--- config.mk ---
export PLATFORM = sky130hd
export DESIGN_NAME = wb_kbd_fifo_periph_flat
export DESIGN_NICKNAME = d
export VERILOG_FILES = /design/src/rtl/wb_kbd_fifo_periph_if.sv /design/src/rtl/wb_kbd_fifo_periph.sv /design/src/flat_wrapper.sv
export SDC_FILE = /design/constraint.sdc
export NUM_CORES = 1
export LEC_CHECK = 0
export ABC_AREA = 1
export BUFFER_PORTS_ARGS = -buffer_cell sky130_fd_sc_hd__buf_2
export CORE_UTILIZATION = 63
export CTS_CLUSTER_DIAMETER = 40
export DETAILED_ROUTE_END_ITERATION = 10
export PLACE_DENSITY = 0.85
export SLEW_MARGIN = 5
export SYNTH_ARGS = -nofsm -noshare
export SYNTH_HDL_FRONTEND = slang
export SYNTH_SLANG_ARGS = --single-unit
--- constraint.sdc ---
create_clock -name i_clk -period 7.1 [get_ports i_clk]
set_input_delay 0.71 -clock i_clk [delete_from_list [all_inputs] [get_ports i_clk]]
set_output_delay 0.71 -clock i_clk [all_outputs]
set_load 0.01 [all_outputs]
--- src/rtl/wb_kbd_fifo_periph_if.sv ---
// Wishbone classic bus between the CPU MMIO fabric and the keyboard FIFO peripheral.
// Signal names keep the slave's point of view (i_ = into the peripheral).
interface wb_kbd_fifo_periph_if;
    logic [5:0]  i_wb_adr;
    logic [31:0] i_wb_dat;
    logic [3:0]  i_wb_sel;
    logic        i_wb_we;
    logic        i_wb_cyc;
    logic        i_wb_stb;
    logic [31:0] o_wb_rdt;
    logic        o_wb_ack;

    modport master (
        output i_wb_adr, i_wb_dat, i_wb_sel, i_wb_we, i_wb_cyc, i_wb_stb,
        input  o_wb_rdt, o_wb_ack
    );

    modport slave (
        input  i_wb_adr, i_wb_dat, i_wb_sel, i_wb_we, i_wb_cyc, i_wb_stb,
        output o_wb_rdt, o_wb_ack
    );
endinterface

--- src/rtl/wb_kbd_fifo_periph.sv ---
// Wishbone keyboard peripheral: scan codes are queued in a FIFO and popped by DATA reads.
// Optional KBD_TIMESTAMP_EN stores a cycle-count timestamp per code, readable at 0x10 after a pop.
module wb_kbd_fifo_periph #(
    parameter int DATA_W      = 8,
    parameter int DEPTH       = 16,
    parameter int clk_freq_hz = 0
) (
    input  logic                  i_clk,
    input  logic                  i_rst,
    input  logic [DATA_W-1:0]     i_kbd_data,
    input  logic                  i_kbd_valid,
    wb_kbd_fifo_periph_if.slave   wb,
    output logic                  o_irq
);
    localparam int AW = $clog2(DEPTH);
    localparam int CW = AW + 1;
    localparam logic [CW-1:0] FULL_CNT = CW'(DEPTH);

    logic [DATA_W-1:0] mem_q [DEPTH];
    logic [AW-1:0]     wptr_q, wptr_d, rptr_q, rptr_d;
    logic [CW-1:0]     count_q, count_d;
    logic              ovf_q, ovf_d, cap_en_q, cap_en_d, irq_en_q, irq_en_d;
    logic              flush_q, flush_d, ack_q, ack_d, irq_q, irq_d;
    logic [31:0]       scratch_q, scratch_d, rdt_q, rdt_d;

    logic              accept, rd_acc, wr_acc, not_empty, full, pop, push, drop;
    logic [2:0]        reg_sel;
    logic [31:0]       status_word;

`ifdef KBD_TIMESTAMP_EN
    logic [31:0]       ts_cnt_q;
    logic [31:0]       ts_mem_q [DEPTH];
    logic [31:0]       ts_q, ts_d;
`endif

    logic unused_ok;
    assign unused_ok = &{1'b0, wb.i_wb_sel, wb.i_wb_adr[5], wb.i_wb_adr[1:0], clk_freq_hz == 0};

    always_comb begin
        accept    = wb.i_wb_cyc & wb.i_wb_stb & ~ack_q;
        rd_acc    = accept & ~wb.i_wb_we;
        wr_acc    = accept & wb.i_wb_we;
        reg_sel   = wb.i_wb_adr[4:2];
        not_empty = (count_q != '0);
        full      = (count_q == FULL_CNT);
        pop       = rd_acc & (reg_sel == 3'd0) & not_empty;
        // A pop in the same cycle frees the slot, so a full FIFO can still accept.
        push      = i_kbd_valid & cap_en_q & (~full | pop);
        drop      = i_kbd_valid & cap_en_q & full & ~pop;

        status_word           = '0;
        status_word[0]        = not_empty;
        status_word[1]        = full;
        status_word[2]        = ovf_q;
        status_word[8 +: CW]  = count_q;

        wptr_d    = wptr_q;
        rptr_d    = rptr_q;
        count_d   = count_q;
        ovf_d     = ovf_q;
        cap_en_d  = cap_en_q;
        irq_en_d  = irq_en_q;
        flush_d   = 1'b0;
        scratch_d = scratch_q;
        ack_d     = accept;
        rdt_d     = '0;
        irq_d     = irq_en_q & (not_empty | ovf_q);

        if (flush_q) begin
            wptr_d  = '0;
            rptr_d  = '0;
            count_d = '0;
        end else begin
            if (pop)  rptr_d = rptr_q + 1'b1;
            if (push) wptr_d = wptr_q + 1'b1;
            count_d = count_q + CW'(push) - CW'(pop);
        end

        if (wr_acc) begin
            case (reg_sel)
                3'd1: if (wb.i_wb_dat[2]) ovf_d = 1'b0;
                3'd2: begin
                    cap_en_d = wb.i_wb_dat[0];
                    irq_en_d = wb.i_wb_dat[1];
                    flush_d  = wb.i_wb_dat[2];
                end
                3'd3: scratch_d = wb.i_wb_dat;
                default: ;
            endcase
        end
        // Drop after the clear so a same-cycle overflow survives the W1C.
        if (drop) ovf_d = 1'b1;

`ifdef KBD_TIMESTAMP_EN
        ts_d = ts_q;
        if (pop) ts_d = ts_mem_q[rptr_q];
`endif

        if (rd_acc) begin
            case (reg_sel)
                3'd0: if (not_empty) rdt_d = 32'(mem_q[rptr_q]);
                3'd1: rdt_d = status_word;
                3'd2: rdt_d = {30'd0, irq_en_q, cap_en_q};
                3'd3: rdt_d = scratch_q;
`ifdef KBD_TIMESTAMP_EN
                3'd4: rdt_d = ts_q;
`endif
                default: rdt_d = '0;
            endcase
        end
    end

    always_ff @(posedge i_clk) begin
        if (i_rst) begin
            wptr_q    <= '0;
            rptr_q    <= '0;
            count_q   <= '0;
            ovf_q     <= 1'b0;
            cap_en_q  <= 1'b1;
            irq_en_q  <= 1'b0;
            flush_q   <= 1'b0;
            scratch_q <= '0;
            ack_q     <= 1'b0;
            rdt_q     <= '0;
            irq_q     <= 1'b0;
        end else begin
            wptr_q    <= wptr_d;
            rptr_q    <= rptr_d;
            count_q   <= count_d;
            ovf_q     <= ovf_d;
            cap_en_q  <= cap_en_d;
            irq_en_q  <= irq_en_d;
            flush_q   <= flush_d;
            scratch_q <= scratch_d;
            ack_q     <= ack_d;
            rdt_q     <= rdt_d;
            irq_q     <= irq_d;
        end
    end

    always_ff @(posedge i_clk) begin
        if (push && !flush_q) mem_q[wptr_q] <= i_kbd_data;
    end

`ifdef KBD_TIMESTAMP_EN
    always_ff @(posedge i_clk) begin
        if (i_rst) begin
            ts_cnt_q <= '0;
            ts_q     <= '0;
        end else begin
            ts_cnt_q <= ts_cnt_q + 32'd1;
            ts_q     <= ts_d;
        end
    end

    always_ff @(posedge i_clk) begin
        if (push && !flush_q) ts_mem_q[wptr_q] <= ts_cnt_q;
    end
`endif

    assign wb.o_wb_rdt = rdt_q;
    assign wb.o_wb_ack = ack_q;
    assign o_irq       = irq_q;
endmodule

--- src/flat_wrapper.sv ---
// flat-port wrapper written by rule: the top's interface ports become plain ports
module wb_kbd_fifo_periph_flat 
#(
    parameter int DATA_W      = 8,
    parameter int DEPTH       = 16,
    parameter int clk_freq_hz = 0
)
  (i_clk, i_rst, i_kbd_data, i_kbd_valid, o_irq, wb_i_wb_adr, wb_i_wb_dat, wb_i_wb_sel, wb_i_wb_we, wb_i_wb_cyc, wb_i_wb_stb, wb_o_wb_rdt, wb_o_wb_ack);
  wb_kbd_fifo_periph_if wb_i ();
  input  logic i_clk;
  input  logic i_rst;
  input  logic [DATA_W-1:0] i_kbd_data;
  input  logic i_kbd_valid;
  output logic o_irq;
  input wire logic [$bits(wb_i.i_wb_adr)-1:0] wb_i_wb_adr;
  input wire logic [$bits(wb_i.i_wb_dat)-1:0] wb_i_wb_dat;
  input wire logic [$bits(wb_i.i_wb_sel)-1:0] wb_i_wb_sel;
  input wire logic [$bits(wb_i.i_wb_we)-1:0] wb_i_wb_we;
  input wire logic [$bits(wb_i.i_wb_cyc)-1:0] wb_i_wb_cyc;
  input wire logic [$bits(wb_i.i_wb_stb)-1:0] wb_i_wb_stb;
  output wire logic [$bits(wb_i.o_wb_rdt)-1:0] wb_o_wb_rdt;
  output wire logic [$bits(wb_i.o_wb_ack)-1:0] wb_o_wb_ack;
  assign wb_i.i_wb_adr = wb_i_wb_adr;
  assign wb_i.i_wb_dat = wb_i_wb_dat;
  assign wb_i.i_wb_sel = wb_i_wb_sel;
  assign wb_i.i_wb_we = wb_i_wb_we;
  assign wb_i.i_wb_cyc = wb_i_wb_cyc;
  assign wb_i.i_wb_stb = wb_i_wb_stb;
  assign wb_o_wb_rdt = wb_i.o_wb_rdt;
  assign wb_o_wb_ack = wb_i.o_wb_ack;
  wb_kbd_fifo_periph #(.DATA_W(DATA_W), .DEPTH(DEPTH), .clk_freq_hz(clk_freq_hz)) u_core (.i_clk(i_clk), .i_rst(i_rst), .i_kbd_data(i_kbd_data), .i_kbd_valid(i_kbd_valid), .wb(wb_i), .o_irq(o_irq));
endmodule
==> out/results.txt, run 1 <==
Gate power share = 7.6%
fin util = 74.5%
core area = 13200 sq um
syn_nets = 897
die footprint = 14000 sq um
compound-gate portion of the synthesized area = 9.35%
DRT iter0 DRCs = 656
vias per inst = 5.79
Synth async-reset ratio = 0%
clk_lat worst skew = 0.51 ns
P_sw = 0.659 mW
Synth area leader = edfxtp_1
Arrival @ worst endpoint = 3.20 ns
total power = 2.92 mW
Slew Limit Fails = 0
top area cells in the synthesized netlist = edfxtp_1 (45%), dfxtp_1 (20%), nor2_1 (5.5%)
outcome = finished, final reports clean
Yosys top cell area share = 44.9%
# hold bufs at CTS = 0
r2r setup slk = 4.42 ns
Worst-path clk slew = 0.06 ns
#FFs+latches synth = 215
Port-buffer cells = 82
xor and xnor area share after synthesis = 0.410%
Final Cell Area = 9870 sq um
Peak Freq = 351 MHz
type of the worst setup path = primary input to register
period utilization = 40.1%
CTS max path bufs = 3
final setup violation count = 0
layout cells sized above 1 = 17.1%
die height = 119 um
final WL = 19.4 mm
mean routed wirelength per cell = 17.7 um
endpoints failing hold = 0
met3 routed WL = 1.59 mm
area grow syn2layout = 15.4%
Final #Nets = 969
Hold Path Origin = wb_i_wb_dat[3]
# clock sinks = 215
first-pass GRT wire length = 30.4 mm
pin count of the biggest net entering global routing = 88
Root Buffer = clkbuf_16
Hold Crit Class = primary input to register
adder-cell share of the synthesized area = 1.84%
ys flop type = edfxtp_1
H-tree levels = 1
maxcap violations = 0
CP max FO = 50
R2R depth = 8
Placed Area = 8970 sq um
Hold Path End = u_core.scratch_q[3]$_SDFFE_PP0P_
total CTS buffers = 26
detailed-placement wirelength estimate = 11.0 mm
setup_tns = 0 ns
synth warn = 0
Pint = 2.26 mW
GRT Residual Overflow = 0
Remaining DRCs = 0
simple logic cell fraction of the synthesized area = 16.4%
met1 WL = 7.20 mm
Synth Instances = 829
Synth Cell Area = 8550 sq um
DRT Pass-1 Iters = 5
Slew @ Worst Pin = 1.11 ns
Power Density = 296 nW/um^2
final clock skew = 0.0114 ns
antenna-violating nets left = 0
sequential share of power = 47.2%
met2 WL = 10.0 mm
n_diodes = 0
syn_area_per_cell = 10.3 sq um
Hold Path Depth = 3
fin crit period = 2.85 ns
uppermost layer routed = met4
Worst Path Required = 7.46 ns
largest family of logic cells by synthesized area = simple AND/OR/NAND/NOR gates
vias in the first global route = 6210
initial core utilization = 64.6%
Yosys cell types = 38
Clock power frac = 45.2%
Post-CTS Resized = 0
via count = 6349
type of origin of the critical path = primary input
Die X = 119 um
# Post-CTS Setup Buffers = 0
crit path capture type = register
FILL cells = 827
leakage = 3.79 nW
RePlAce Congestion = 0.809
post-synthesis sequential area ratio = 65.3%
slew margin rel. = 25.9%
RSZ-0062 raised after global routing = false
row count = 42
I/O pin count = 90
Global Route Usage Sum = 27.9%
initial antenna violation count = 0
post-synthesis mux area share = 0%
number of synthesized flops with an enable pin = 128
CTS tree = built
sw frac = 22.6%
Worst VDD drop = 0.228 mV
RR Endpoint = u_core.wb.o_wb_rdt[3]$_SDFF_PP0_
worst hold slack = 0.434 ns
[layer usage]
| metal | vias to the layer above | global-route usage [%] |
|---|---|---|
| met4 | 0 | 11.3 |
| met5 | - | 0 |
| met1 | 3019 | 34.1 |
| met3 | 64 | 4.15 |
| li1 | 2939 | - |
| met2 | 327 | 49.6 |
[worst max path at each step]
stage	start	endpoint	depth (start not counted)
after detailed placement	wb_i_wb_adr[4]	u_core.scratch_q[30]$_SDFFE_PP0P_	7
after floorplan	wb_i_wb_stb	u_core.count_q[4]$_SDFF_PP0_	17
final	wb_i_wb_adr[4]	u_core.scratch_q[30]$_SDFFE_PP0P_	7
after CTS	wb_i_wb_adr[4]	u_core.scratch_q[30]$_SDFFE_PP0P_	7
after global routing	wb_i_wb_adr[4]	u_core.scratch_q[30]$_SDFFE_PP0P_	7
after global placement	wb_i_wb_adr[4]	u_core.scratch_q[24]$_SDFFE_PP0P_	7
[per-stage QoR]
| step | instances | worst slack, ns |
|---|---|---|
| 2_1_floorplan | 829 | 4.46 |
| 3_3_place_gp | 1049 | 3.92 |
| 3_5_place_dp | 1049 | 3.82 |
| 4_1_cts | 1096 | 4.26 |
| 5_1_grt | 1096 | 4.04 |
| 6_report | 1096 | 4.25 |
[critical path, stage by stage]
cell     delay [ns]
buf_2          0.12
inv_2          0.06
nand3_1        0.64
nor2_2         0.74
inv_2          0.47
o21ai_0        0.36
a21oi_1        0.08
[power groups by stage]
stage | logic (mW) | clock network (mW) | registers (mW)
2_1_floorplan | 0.154 | 0 | 1.40
3_3_place_gp | 0.211 | 0 | 1.40
3_5_place_dp | 0.217 | 0 | 1.40
4_1_cts | 0.221 | 1.32 | 1.38
5_1_grt | 0.250 | 1.37 | 1.38
6_report | 0.222 | 1.32 | 1.38
[placed cells by master, fill, tap and decap left out, types with 2 or more instances in the layout]
master	n
xor2_1	4
buf_2	82
a21oi_2	6
a21oi_1	37
nand3_1	62
nand2_1	98
edfxtp_1	128
nor2_2	2
inv_2	7
clkbuf_1	3
clkinvlp_4	3
dfxtp_1	86
clkbuf_16	29
inv_1	82
o21ai_0	57
nor2_1	126
nor3b_1	4
clkinv_4	2
o21ai_1	14
nand2_2	6
ha_1	11
nor3_1	23
buf_4	3
clkinv_2	5
o211ai_1	20
bufinv_16	2
[cell families (layout without fill, tap and decap cells)]
group / Yosys count / after routing
buffers and inverters: 132 / 223
AOI/OAI and AO/OA: 140 / 140
and+or+nand+nor: 326 / 326
DFF: 215 / 215
adders and majority gates: 12 / 12
xor gates and xnor gates: 4 / 4
[cells in the mapped netlist, types with 5 or more instances]
master and number:
buf_6 5, clkbuf_1 9, dfxtp_1 87, nand2_1 98, buf_2 16, nor2_1 126, edfxtp_1 128, nand3_1 62
nand2_2 6, ha_1 11, a21oi_2 6, inv_1 82, nor3_1 23, o211ai_1 20, a21oi_1 37, o21ai_0 57
inv_2 7, o21ai_1 14
[final cells by class]
type / count / area (sq um) / area share, %
clock buffers: 34 / 756 / 7.66
clock inverters: 13 / 136 / 1.38
inverters: 91 / 344 / 3.49
multi-input cells: 482 / 2390 / 24.2
flip-flops and latches: 215 / 5590 / 56.6
well taps: 176 / 220 / 2.23
repair buffers: 85 / 433 / 4.39
[state kept, by name (all words and copies together), names as in the netlist, 4 cells and up, named ones only]
name	cells
u_core.mem_q	128
u_core.scratch_q	32
u_core.wb.o_wb_rdt	32
u_core.count_q	5
u_core.rptr_q	4
u_core.wptr_q	4
Power figures use the tool's default switching activity.
==> run 2, diff against run 1 <==
- ABC_AREA: 1 -> 0
- CORE_UTILIZATION: 63 -> 58
- PLACE_DENSITY: 0.85 -> 0.79
- clock period: 7.1 -> 3 ns (I/O delays scaled with it)
==> run 2 against run 1 <==
Effect of this change:
- area after synthesis decreased by 3.2%
- clock skew grew 0.010 ns
- cell count shrank 21%
- clock power up 120%
- via count decreased by 21%
- first-iteration DRC count is 36% lower
- critical path type is now register to register
==> out/results.txt, run 2 <==
commonest non-fill, non-tap cell in the layout = edfxtp_1
ys flop type = edfxtp_1
sequential share of power = 49.0%
type of origin of the critical path = register
most frequent cells in the layout = edfxtp_1 (128), dfxtp_1 (86), buf_2 (82), nand2_1 (72), a21oi_1 (40)
#FFs+latches synth = 215
FILL cells = 915
syn_area_per_cell = 14.3 sq um
Die X = 121 um
leakage = 3.54 nW
Pint = 5.12 mW
type of the worst setup path = register to register
Worst-path clk slew = 0.06 ns
vias per inst = 5.82
Peak Freq = 352 MHz
fin util = 69.7%
area grow syn2layout = 16.8%
final WL = 17.0 mm
endpoints failing hold = 0
crit path capture type = register
RePlAce Congestion = 0.805
outcome = finished, final reports clean
Synth Cell Area = 8280 sq um
CP startpoint = u_core.count_q[3]$_SDFF_PP0_
fin crit period = 2.84 ns
Clock power frac = 43.3%
Port-buffer cells = 82
Crit path depth = 14
Synth Instances = 580
CTS tree = built
number of synthesized flops with an enable pin = 128
Hold Path Depth = 3
Crit path largest cell delay = 0.47 ns
Hold Crit Class = primary input to register
total CTS buffers = 25
clk_lat worst skew = 0.52 ns
n_diodes = 0
top area cells in the synthesized netlist = edfxtp_1 (46%), dfxtp_1 (21%), mux4_2 (8.4%)
pin count of the biggest net entering global routing = 42
Synth area leader = edfxtp_1
most frequent cell on the critical path = inv_1
Largest register FFs = 128
CP Buf/Inv Count = 4
Arrival @ worst endpoint = 3.23 ns
Remaining DRCs = 0
Largest Register = u_core.mem_q
detailed-placement wirelength estimate = 10.7 mm
Root Buffer = clkbuf_16
DRT Pass-1 Iters = 5
# Post-CTS Setup Buffers = 0
P_sw = 1.53 mW
die height = 121 um
most frequent cell after synthesis = edfxtp_1
CP max FO = 3
antenna-violating nets left = 0
Worst path slowest cell = or4b_4
initial antenna violation count = 0
layout cells sized above 1 = 25.8%
initial core utilization = 59.7%
die footprint = 14800 sq um
Worst VDD drop = 0.535 mV
H-tree levels = 1
core area = 13900 sq um
Gate power share = 7.7%
Final #Nets = 738
slew margin rel. = 43.3%
worst r2r src = u_core.count_q[3]$_SDFF_PP0_
I/O pin count = 90
first-pass GRT wire length = 26.3 mm
# clock sinks = 215
Worst Path Required = 3.39 ns
GRT Residual Overflow = 0
period utilization = 94.7%
final setup violation count = 0
maxcap violations = 0
CTS max path bufs = 3
mean routed wirelength per cell = 19.6 um
Yosys top cell area share = 46.4%
Power Density = 687 nW/um^2
Slew @ Worst Pin = 0.850 ns
crit path cell chain = inv_1 > ha_1 > or4b_4 > nand3_2 > inv_1 > ha_1 > inv_1 > ha_1 > inv_1 > fa_1 > nand2b_1 > a21oi_2 > o21ai_0 > nor3b_1
via count = 5044
synth warn = 0
R2R depth = 14
Slew Limit Fails = 0
vias in the first global route = 5002
DRT iter0 DRCs = 418
Synth async-reset ratio = 0%
sw frac = 23.0%
Global Route Usage Sum = 23.9%
Yosys cell types = 46
Post-CTS Resized = 0
row count = 43
# hold bufs at CTS = 0
post-synthesis sequential area ratio = 67.4%
worst hold slack = 0.0383 ns
final clock skew = 0.0217 ns
most instantiated cells after synthesis = edfxtp_1 (128), dfxtp_1 (87), nand2_1 (72)
delay-heaviest family, CP = adder cells
syn_nets = 648
Hold Path Origin = wb_i_wb_dat[27]
-- run 2: power groups by stage --
stage          registers (mW)  logic [mW]  clock network (mW)
2_1_floorplan            3.30       0.313                   0
3_3_place_gp             3.31       0.455                   0
3_5_place_dp             3.32       0.477                   0
4_1_cts                  3.25       0.490                2.91
5_1_grt                  3.26       0.566                3.03
6_report                 3.26       0.513                2.88
-- run 2: final timing paths --
path	end	slack [ns]
max	u_core.count_q[4]$_SDFF_PP0_	0.16
min	u_core.scratch_q[27]$_SDFFE_PP0P_	0.04
max reg2reg	u_core.count_q[4]$_SDFF_PP0_	0.16
min reg2reg	u_core.scratch_q[31]$_SDFFE_PP0P_	0.45
-- run 2: cell families after synthesis --
logic type                 synth area share, %
adders and majority gates                 1.90
xor gates and xnor gates                 0.423
and+or+nand+nor                           11.8
DFF                                       67.4
AOI/OAI and AO/OA                         4.00
buffers and inverters                     2.42
muxes                                     12.0
-- run 2: layout make-up --
class | count | area [sq um] | share of cell area [%]
multi-input cells | 322 | 2510 | 26.0
clock buffers | 31 | 671 | 6.93
inverters | 12 | 45.0 | 0.466
clock inverters | 12 | 123 | 1.27
well taps | 180 | 225 | 2.33
flip-flops and latches | 215 | 5590 | 57.7
repair buffers | 94 | 513 | 5.30
-- run 2: tightest hold or removal path: cells and delay by family --
| kind | cells | cell delay [ns] |
|---|---|---|
| compound gates | 1 | 0.05 |
| buf+inv | 1 | 0.09 |
| simple gates | 1 | 0.05 |
-- run 2: layer usage --
layer | routed length (um) | up-vias | global-route usage [%]
met2 | 8370 | 211 | 39.3
met1 | 7090 | 2457 | 32.0
met4 | 482 | 0 | 9.34
li1 | - | 2328 | -
met3 | 1050 | 48 | 3.81
met5 | 0 | - | 0
-- run 2: metrics by stage --
| stage | worst slack [ns] | cells | power, mW | area (sq um) | TNS [ns] |
|---|---|---|---|---|---|
| 3_3_place_gp | 0.243 | 823 | 3.76 | 8870 | 0 |
| 5_1_grt | -0.0159 | 866 | 6.86 | 9670 | -0.0159 |
| 2_1_floorplan | 0.193 | 580 | 3.61 | 8280 | 0 |
| 3_5_place_dp | 0.192 | 823 | 3.79 | 8870 | 0 |
| 4_1_cts | 0.104 | 866 | 6.65 | 9660 | 0 |
| 6_report | 0.160 | 866 | 6.65 | 9670 | 0 |
==> run 3, diff against run 2 <==
- CORE_UTILIZATION: 58 -> 62
- PLACE_DENSITY: 0.79 -> 0.84
- SETUP_SLACK_MARGIN: not set -> 0.1
- clock period: 3 -> 3.4 ns (I/O delays scaled with it)
==> run 3 against run 2 <==
Effect of this change:
- clock power is 6% lower
- final area is 0.31% higher
- die area is 6.3% lower
- via count is 2.1% higher
- global-route usage is 1.7 points higher
- sequential share of layout area is 0.18 points lower
- critical path depth stayed put
- hold slack better by 0.034 ns
- largest power group unchanged
==> out/results.txt, run 3 (synthesis results as in run 2) <==
die height = 118 um
endpoints failing hold = 0
Placed Area = 8840 sq um
DRT iter0 DRCs = 454
FILL cells = 771
total power = 5.99 mW
H-tree levels = 1
Root Buffer = clkbuf_16
via count = 5149
RePlAce Congestion = 0.815
Worst VDD drop = 0.444 mV
antenna-violating nets left = 0
type of the worst setup path = register to register
core area = 12800 sq um
row count = 41
# Post-CTS Setup Buffers = 0
Hold Crit Class = primary input to register
layout cells sized above 1 = 25.3%
CTS tree = built
Final Worst Setup Slack = 0.393 ns
Global Route Usage Sum = 25.6%
Peak Freq = 333 MHz
Final Cell Area = 9700 sq um
total CTS buffers = 26
# clock sinks = 215
initial antenna violation count = 0
vias in the first global route = 5240
Worst-path clk slew = 0.06 ns
final clock skew = 0.00990 ns
final setup violation count = 0
setup_tns = 0 ns
Crit path largest cell delay = 0.54 ns
Power Density = 617 nW/um^2
Port-buffer cells = 82
pin count of the biggest net entering global routing = 42
commonest non-fill, non-tap cell in the layout = edfxtp_1
most frequent cells in the layout = edfxtp_1 (128), dfxtp_1 (86), buf_2 (82), nand2_1 (72), a21oi_1 (41)
CP max FO = 5
I/O pin count = 90
type of origin of the critical path = register
Largest register FFs = 128
fin crit period = 3.01 ns
vias per inst = 5.99
n_diodes = 0
most frequent cell on the critical path = inv_1
Final #Nets = 736
Worst Path Required = 3.79 ns
leakage = 3.55 nW
post-place setup slack = 0.330 ns
die footprint = 13800 sq um
Remaining DRCs = 0
initial core utilization = 64.6%
GRT Residual Overflow = 0
Slew Limit Fails = 0
Largest Register = u_core.mem_q
Die X = 118 um
mean routed wirelength per cell = 20.1 um
CTS max path bufs = 3
worst hold slack = 0.0721 ns
crit path cell chain = inv_1 > ha_1 > or4b_1 > nand3_2 > inv_1 > ha_1 > inv_1 > ha_1 > inv_1 > fa_1 > nand2b_1 > a21oi_1 > o21ai_0 > nor3b_1
DRT Pass-1 Iters = 5
RSZ-0062 raised after global routing = false
clk_lat worst skew = 0.51 ns
first-pass GRT wire length = 27.4 mm
slew margin rel. = 30.7%
crit path capture type = register
period utilization = 88.4%
outcome = finished, final reports clean
Worst path slowest cell = or4b_1
final WL = 17.3 mm
detailed-placement wirelength estimate = 10.6 mm
Arrival @ worst endpoint = 3.40 ns
maxcap violations = 0
area grow syn2layout = 17.2%
Slew @ Worst Pin = 1.04 ns
[run 3: changes by cell type in the layout (fill, tap and decap cells not counted), sizes merged]
cell,previous run,this run
buf,94,91
inv,19,17
clkinvlp,1,2
clkbuf,31,32
bufinv,1,2
clkinv,3,7
[run 3: per-stage QoR]
step	cells	util (%)
2_1_floorplan	580	-
3_3_place_gp	812	68.9
3_5_place_dp	812	68.9
4_1_cts	860	75.6
5_1_grt	860	75.7
6_report	860	75.7
[run 3: layout make-up]
type	instances	area [sq um]	area share [%]
clock buffer	32	704	7.26
clock inverter	16	159	1.64
inverter	12	45.0	0.464
multi-input combinational	322	2500	25.8
sequential	215	5590	57.6
tap	172	215	2.22
timing repair buffer	91	490	5.05
[run 3: critical path, delay by kind of cell (launching register included)]
| family | cells | cell delay (ns) |
|---|---|---|
| DFF | 1 | 0.32 |
| adders and majority gates | 4 | 1.00 |
| AOI/OAI and AO/OA | 2 | 0.27 |
| buffers and inverters | 4 | 0.26 |
| and+or+nand+nor | 4 | 1.03 |
[run 3: what timing repair did]
item                       4_1_cts  5_1_grt
setup endpoints to repair        0        1
hold buffers                     0        0
resized for setup                0        1
[run 3: power breakdown]
part | internal [mW] | total, mW | switching (mW)
Sequential | 2.83 | 2.87 | 0.0430
Clock | 1.64 | 2.70 | 1.05
Combinational | 0.169 | 0.424 | 0.255
Total | 4.64 | 5.99 | 1.35
[run 3: final timing paths]
check                                    start                           endpoint  slack, ns  cells past startpoint
max               u_core.count_q[2]$_SDFF_PP0_       u_core.count_q[4]$_SDFF_PP0_       0.39                     14
min                            wb_i_wb_dat[10]  u_core.scratch_q[10]$_SDFFE_PP0P_       0.07                      3
max reg2reg       u_core.count_q[2]$_SDFF_PP0_       u_core.count_q[4]$_SDFF_PP0_       0.39                     14
min reg2reg  u_core.scratch_q[22]$_SDFFE_PP0P_  u_core.scratch_q[22]$_SDFFE_PP0P_       0.45                      2
[run 3: per-layer routing]
layer  vias to the layer above  GRT usage (%)  part of all wire [%]
met5                         -              0                     0
met4                         0           8.65                   2.7
met3                        43           5.14                   6.9
met2                       226           43.0                    50
met1                      2544           33.4                    40
li1                       2336              -                     -
